`src/rtl/fma16_sched.sv`:
```
// Round-robin scheduler sharing one combinational fma16 datapath among NREQ requesters.
// Each accepted op holds the fma16 inputs for LAT cycles, then returns the tagged result.
module fma16_sched #(
    parameter int NREQ = 4,
    parameter int IDW  = 2,
    parameter int LAT  = 2
) (
    input  logic                 clk,
    input  logic                 reset_n,
    input  logic [NREQ-1:0]      req_valid,
    output logic [NREQ-1:0]      req_ready,
    input  logic [3*NREQ-1:0]    req_op,
    input  logic [16*NREQ-1:0]   req_x,
    input  logic [16*NREQ-1:0]   req_y,
    input  logic [16*NREQ-1:0]   req_z,
    input  logic [2*NREQ-1:0]    req_rm,
    output logic                 rsp_valid,
    input  logic                 rsp_ready,
    output logic [IDW-1:0]       rsp_id,
    output logic [15:0]          rsp_result,
    output logic                 rsp_err,
    output logic [15:0]          fma_x,
    output logic [15:0]          fma_y,
    output logic [15:0]          fma_z,
    output logic                 fma_mul,
    output logic                 fma_add,
    output logic                 fma_negr,
    output logic                 fma_negz,
    output logic [1:0]           fma_rm,
    input  logic [15:0]          fma_result,
    output logic                 busy
);

    localparam logic [1:0] S_IDLE = 2'd0;
    localparam logic [1:0] S_EXEC = 2'd1;
    localparam logic [1:0] S_RESP = 2'd2;
    localparam logic [2:0] OP_ILL = 3'b111;

    // Opcode to {mul, add, negr, negz}; negr negates the whole result, negz negates z.
    function automatic logic [3:0] decode_op(input logic [2:0] op);
        logic [3:0] ctl;
        case (op)
            3'b000:  ctl = 4'b0100;
            3'b001:  ctl = 4'b0101;
            3'b010:  ctl = 4'b1000;
            3'b011:  ctl = 4'b1100;
            3'b100:  ctl = 4'b1101;
            3'b101:  ctl = 4'b1110;
            3'b110:  ctl = 4'b1111;
            default: ctl = 4'b0000;
        endcase
        return ctl;
    endfunction

    logic [1:0]      state_q, state_d;
    logic [IDW-1:0]  ptr_q, ptr_d;
    logic [3:0]      cnt_q, cnt_d;
    logic [IDW-1:0]  id_q, id_d;
    logic [IDW-1:0]  rsp_id_q, rsp_id_d;
    logic [15:0]     rsp_result_q, rsp_result_d;
    logic            rsp_err_q, rsp_err_d;
    logic [15:0]     x_q, x_d, y_q, y_d, z_q, z_d;
    logic [3:0]      ctl_q, ctl_d;
    logic [1:0]      rm_q, rm_d;

    logic [NREQ-1:0] grant_s;
    logic [IDW-1:0]  gidx_s;
    logic [IDW-1:0]  idx_s;
    logic            found_s;
    logic [2:0]      op_s;

    // Round-robin search starting at the pointer; first valid requester wins.
    always_comb begin
        grant_s = '0;
        gidx_s  = '0;
        idx_s   = '0;
        found_s = 1'b0;
        for (int k = 0; k < NREQ; k++) begin
            idx_s = IDW'((int'(ptr_q) + k) % NREQ);
            if (!found_s && req_valid[idx_s]) begin
                found_s        = 1'b1;
                grant_s[idx_s] = 1'b1;
                gidx_s         = idx_s;
            end else begin
                found_s = found_s;
            end
        end
    end

    assign op_s = req_op[int'(gidx_s)*3 +: 3];

    // Next-state logic for the IDLE/EXEC/RESP sequencer and its payload registers.
    always_comb begin
        state_d      = state_q;
        ptr_d        = ptr_q;
        cnt_d        = cnt_q;
        id_d         = id_q;
        rsp_id_d     = rsp_id_q;
        rsp_result_d = rsp_result_q;
        rsp_err_d    = rsp_err_q;
        x_d          = x_q;
        y_d          = y_q;
        z_d          = z_q;
        ctl_d        = ctl_q;
        rm_d         = rm_q;
        case (state_q)
            S_IDLE: begin
                if (found_s) begin
                    id_d  = gidx_s;
                    ptr_d = (gidx_s == IDW'(NREQ - 1)) ? '0 : gidx_s + 1'b1;
                    if (op_s == OP_ILL) begin
                        // Illegal ops bypass the datapath; fma_* keep their previous values.
                        state_d      = S_RESP;
                        rsp_id_d     = gidx_s;
                        rsp_result_d = 16'h7E00;
                        rsp_err_d    = 1'b1;
                    end else begin
                        state_d = S_EXEC;
                        cnt_d   = 4'(LAT - 1);
                        x_d     = req_x[{gidx_s, 4'b0000} +: 16];
                        y_d     = req_y[{gidx_s, 4'b0000} +: 16];
                        z_d     = req_z[{gidx_s, 4'b0000} +: 16];
                        rm_d    = req_rm[{gidx_s, 1'b0} +: 2];
                        ctl_d   = decode_op(op_s);
                    end
                end else begin
                    state_d = S_IDLE;
                end
            end
            S_EXEC: begin
                if (cnt_q == 4'd0) begin
                    state_d      = S_RESP;
                    rsp_id_d     = id_q;
                    rsp_result_d = fma_result;
                    rsp_err_d    = 1'b0;
                end else begin
                    cnt_d = cnt_q - 4'd1;
                end
            end
            S_RESP: begin
                if (rsp_ready) begin
                    state_d = S_IDLE;
                end else begin
                    state_d = S_RESP;
                end
            end
            default: begin
                state_d = S_IDLE;
            end
        endcase
    end

    // State and payload registers with asynchronous clear.
    always_ff @(posedge clk or negedge reset_n) begin
        if (!reset_n) begin
            state_q      <= S_IDLE;
            ptr_q        <= '0;
            cnt_q        <= 4'd0;
            id_q         <= '0;
            rsp_id_q     <= '0;
            rsp_result_q <= 16'h0000;
            rsp_err_q    <= 1'b0;
            x_q          <= 16'h0000;
            y_q          <= 16'h0000;
            z_q          <= 16'h0000;
            ctl_q        <= 4'b0000;
            rm_q         <= 2'b00;
        end else begin
            state_q      <= state_d;
            ptr_q        <= ptr_d;
            cnt_q        <= cnt_d;
            id_q         <= id_d;
            rsp_id_q     <= rsp_id_d;
            rsp_result_q <= rsp_result_d;
            rsp_err_q    <= rsp_err_d;
            x_q          <= x_d;
            y_q          <= y_d;
            z_q          <= z_d;
            ctl_q        <= ctl_d;
            rm_q         <= rm_d;
        end
    end

    assign req_ready  = (state_q == S_IDLE) ? grant_s : '0;
    assign rsp_valid  = (state_q == S_RESP);
    assign busy       = (state_q != S_IDLE);
    assign rsp_id     = rsp_id_q;
    assign rsp_result = rsp_result_q;
    assign rsp_err    = rsp_err_q;
    assign fma_x      = x_q;
    assign fma_y      = y_q;
    assign fma_z      = z_q;
    assign fma_mul    = ctl_q[3];
    assign fma_add    = ctl_q[2];
    assign fma_negr   = ctl_q[1];
    assign fma_negz   = ctl_q[0];
    assign fma_rm     = rm_q;

endmodule

```
`config.mk`:
```
export PLATFORM = sky130hd
export DESIGN_NAME = fma16_sched
export DESIGN_NICKNAME = d
export VERILOG_FILES = /design/src/rtl/fma16_sched.sv
export SDC_FILE = /design/constraint.sdc
export NUM_CORES = 1
export LEC_CHECK = 0
export BUFFER_PORTS_ARGS = -buffer_cell sky130_fd_sc_hd__buf_2
export CORE_AREA = 5 5 119 121
export DETAILED_ROUTE_END_ITERATION = 16
export DIE_AREA = 0 0 124 126
export PLACE_DENSITY = 0.79
export SETUP_SLACK_MARGIN = 0.1
export SLEW_MARGIN = 15
export SYNTH_ARGS = -nofsm -noshare
export SYNTH_HDL_FRONTEND = slang
export SYNTH_SLANG_ARGS = --single-unit
```
`constraint.sdc`:
```
create_clock -name clk -period 5.1 [get_ports clk]
set_input_delay 1.02 -clock clk [delete_from_list [all_inputs] [get_ports clk]]
set_output_delay 1.02 -clock clk [all_outputs]
set_load 0.01 [all_outputs]
```
==> results.toml <==
[setup_path]
startpoint_type = "register"
critPathArrivalTime_ns = 3.14
critPathLaunch = "ptr_q[1]"
worstReg2RegEnd = "fma_y[13]"
ff2ff_setup_slack_ns = 1.01
worst-endpoint-required_ns = 4.08
worstReg2RegStart = "ptr_q[1]"
critPathCapture = "req_ready[3]"
critical_path.endpoint_type = "primary output"
worst-setup-path-type = "reg -> out"
worst_r2r_path_depth = 9
critPathMaxFanout = 10

[global_routing]
grt_max_degree = 84
via_count_of_the_first_global_routing_pass = 5093
globalRouteTotalUtil = 0.2123
grt_overflow = 0
grt_first_pass_wirelength_um = 26050
grt_antenna_before_repair = 5

[power]
leakagePower_nw = 3.484
cellPowerDensity_nw_per_um2 = 709.4
peak_supply_drop_mv = 0.3785
cell_internal_pwr_mw = 3.041
seqPwrFrac = 0.233
power.clock.fraction = 0.119
power.switching_fraction = 0.4097
relative_contribution_of_combinational_cells_to_total_power = 0.649
power_switching_mw = 2.111
power_mw = 5.152

[placement]
dpl.cell_count = 858
dpl_hpwl_um = 13770
numPortBuffers = 313
dpl_cell_area_um2 = 6938
gp_weighted_congestion = 0.8302

[synthesis]
netlist-cell-type-count = 53
ys_ff_latch = 83
synthesis.instances = 390
yosysTopAreaCellShare = 0.3950
syn-num-nets = 635
ys_dominant_reg_cell = "sky130_fd_sc_hd__dfrtp_1"
synth_area_um2 = 5258
synth_top_cells_by_area = "sky130_fd_sc_hd__dfrtp_1 40%, sky130_fd_sc_hd__mux4_2 23%, sky130_fd_sc_hd__mux2_1 8.6%"
synthDominantAreaCellType = "sky130_fd_sc_hd__dfrtp_1"
share_of_flip_flops_with_an_asynchronous_set_or_reset_after_synthesis = 1.000
synth_top_cells_by_count = "83 x sky130_fd_sc_hd__dfrtp_1, 53 x sky130_fd_sc_hd__mux4_2, 40 x sky130_fd_sc_hd__mux2_1"
synth_warnings = 0
yosys.cell_count.top_type = "sky130_fd_sc_hd__dfrtp_1"
synth_sequential_area_ratio = 0.3950
synth_enable_flop_cells = 0
synthesis.area_per_instance_um2 = 13.48

[final_layout]
layoutNonFillerInstCount = 879
finish.instance_area_um2 = 7263
layout_area_growth_over_synthesis_pct = 38.15
final_nets = 939
drive_above_1_share = 0.5994

[route]
wl_um = 17070
drt-wirelength-per-cell_um = 19.42
drtAntennaViolNets = 0
drt_pass1_iterations = 4
drc = 0
post_drt_via_cell_ratio = 5.337
detailroute.via_count = 4691
drt_iter0_drc = 218

[clock_tree]
ctsResizeCount = 0
cts-buffers-inserted = 9
cts.clk_slew.worst_paths_ns = 0.06
ctsHtreeMaxLevel = 3
cts_hold_buf = 0
clockBufferDepth = 2
cts_tree = "built"
cts.repair_timing.setup_buffer_count = 0
clock_insertion_delay_at_the_later_pin_of_the_skew_report_ns = 0.33
cell_at_the_root_of_the_clock_tree = "sky130_fd_sc_hd__clkbuf_16"
clock_sink_count = 83

[floorplanning]
core_outline_area_um2 = 12980
die-height_um = 126
ios = 314
start_util = 0.4051
floorplan.die.width_um = 124
rows = 42
die_area_um2 = 15620

[timing]
clock-skew-final_ns = 0.005230
post-route-min-period_ns = 4.164
slew_violations = 0
setup_tns_ns = 0
worst_slew_pin_slew_ns = 0.7507
maxClockFrequency_ghz = 0.2402
report.final.hold_viol_count = 0
final_min_period_over_clock_period = 0.8165
rsz0062_at_grt = "no"
max_slew_headroom = 0.4996
setup_violations = 0

[outcome]
status = "complete, no violations"

[job]
maxCapViolations = 0

[worst_hold_path]
class_of_the_most_critical_hold_timing_path = "reg -> reg"
flip-flops by register name, indices dropped and copies added (netlist names), 4 cells and up:
register	flops
cnt_q	4
ctl_q	4
rsp_result	16
fma_y	16
fma_z	16
fma_x	16
critical path, cell delays in order, from the launching register on:
cell and delay [ns]:
sky130_fd_sc_hd__dfrtp_1 0.56, sky130_fd_sc_hd__inv_1 0.16, sky130_fd_sc_hd__ha_1 0.49, sky130_fd_sc_hd__mux4_2 0.48, sky130_fd_sc_hd__or3_1 0.39, sky130_fd_sc_hd__nor2b_1 0.31
sky130_fd_sc_hd__a221oi_1 0.16, sky130_fd_sc_hd__nor2_1 0.12, sky130_fd_sc_hd__buf_2 0.14
metal layers:
layer / share of wire / vias to the layer above / track usage
li1: - / 2137 / -
met1: 0.35 / 2315 / 0.2279
met2: 0.53 / 198 / 0.3805
met3: 0.092 / 39 / 0.07265
met4: 0.027 / 2 / 0.07990
met5: 0.00076 / - / 0
metrics by stage:
step,hold slack (ns),utilization,setup WS [ns]
after floorplan,0.4647,-,1.277
after global placement,0.4670,0.5345,1.124
after detailed placement,0.4726,0.5345,0.9452
after CTS,0.4858,0.5567,0.9275
after global routing,0.5007,0.5596,0.7163
final,0.4841,0.5596,0.9361
layout make-up:
| type | count | area (um^2) |
|---|---|---|
| Fill cell | 1096 | 5717 |
| Multi-Input combinational cell | 270 | 2997 |
| Sequential cell | 83 | 2077 |
| Timing Repair Buffer | 318 | 1627 |
| Clock buffer | 10 | 239.0 |
| Tap cell | 176 | 220.2 |
| Clock inverter | 6 | 48.80 |
| Inverter | 12 | 45.04 |
| Antenna cell | 4 | 10.01 |
logic make-up after synthesis:
logic type / after synthesis / synth area share
compound gates: 79 / 0.1183
buf+inv: 37 / 0.03665
xor+xnor: 1 / 0.001666
fa+ha+maj: 10 / 0.02380
mux: 115 / 0.3627
flops: 83 / 0.3950
simple gates: 65 / 0.06187
cell usage in the layout (no fill, tap or decap), drive strengths merged, types with 2 or more instances in the layout:
master and n:
o21a 6, a21oi 12, dfrtp 83, and2 5, o21ai 12, inv 14, nor2b 5, a31o 3
a22oi 5, nor3 4, a2111oi 4, nand2b 5, clkbuf 10, diode 4, nor2 28, clkinvlp 3
a22o 11, or2 2, nand2 11, buf 318, or3 2, o22a 6, mux2 56, ha 10
a221oi 9, a31oi 2, mux2i 6, o21bai 3, mux4 53
power by group through the flow:
stage               clock (mW)  combinational [mW]  sequential (mW)
finish                   0.611                3.34             1.20
global route             0.665                3.65             1.24
CTS                      0.633                3.39             1.20
detailed placement           0                3.38             1.20
global placement             0                3.26             1.18
floorplan                    0                2.43             1.32
how the worst min path moves through the flow:
stage	startpoint	end	depth (start not counted)
floorplan	id_q[0]	id_q[0]	1
global placement	rsp_result[13]	rsp_result[13]	1
detailed placement	rsp_result[13]	rsp_result[13]	1
CTS	rsp_result[13]	rsp_result[13]	1
global route	fma_z[14]	fma_z[14]	1
finish	rsp_result[13]	rsp_result[13]	1
No activity file was read; power rests on OpenSTA's default activity.
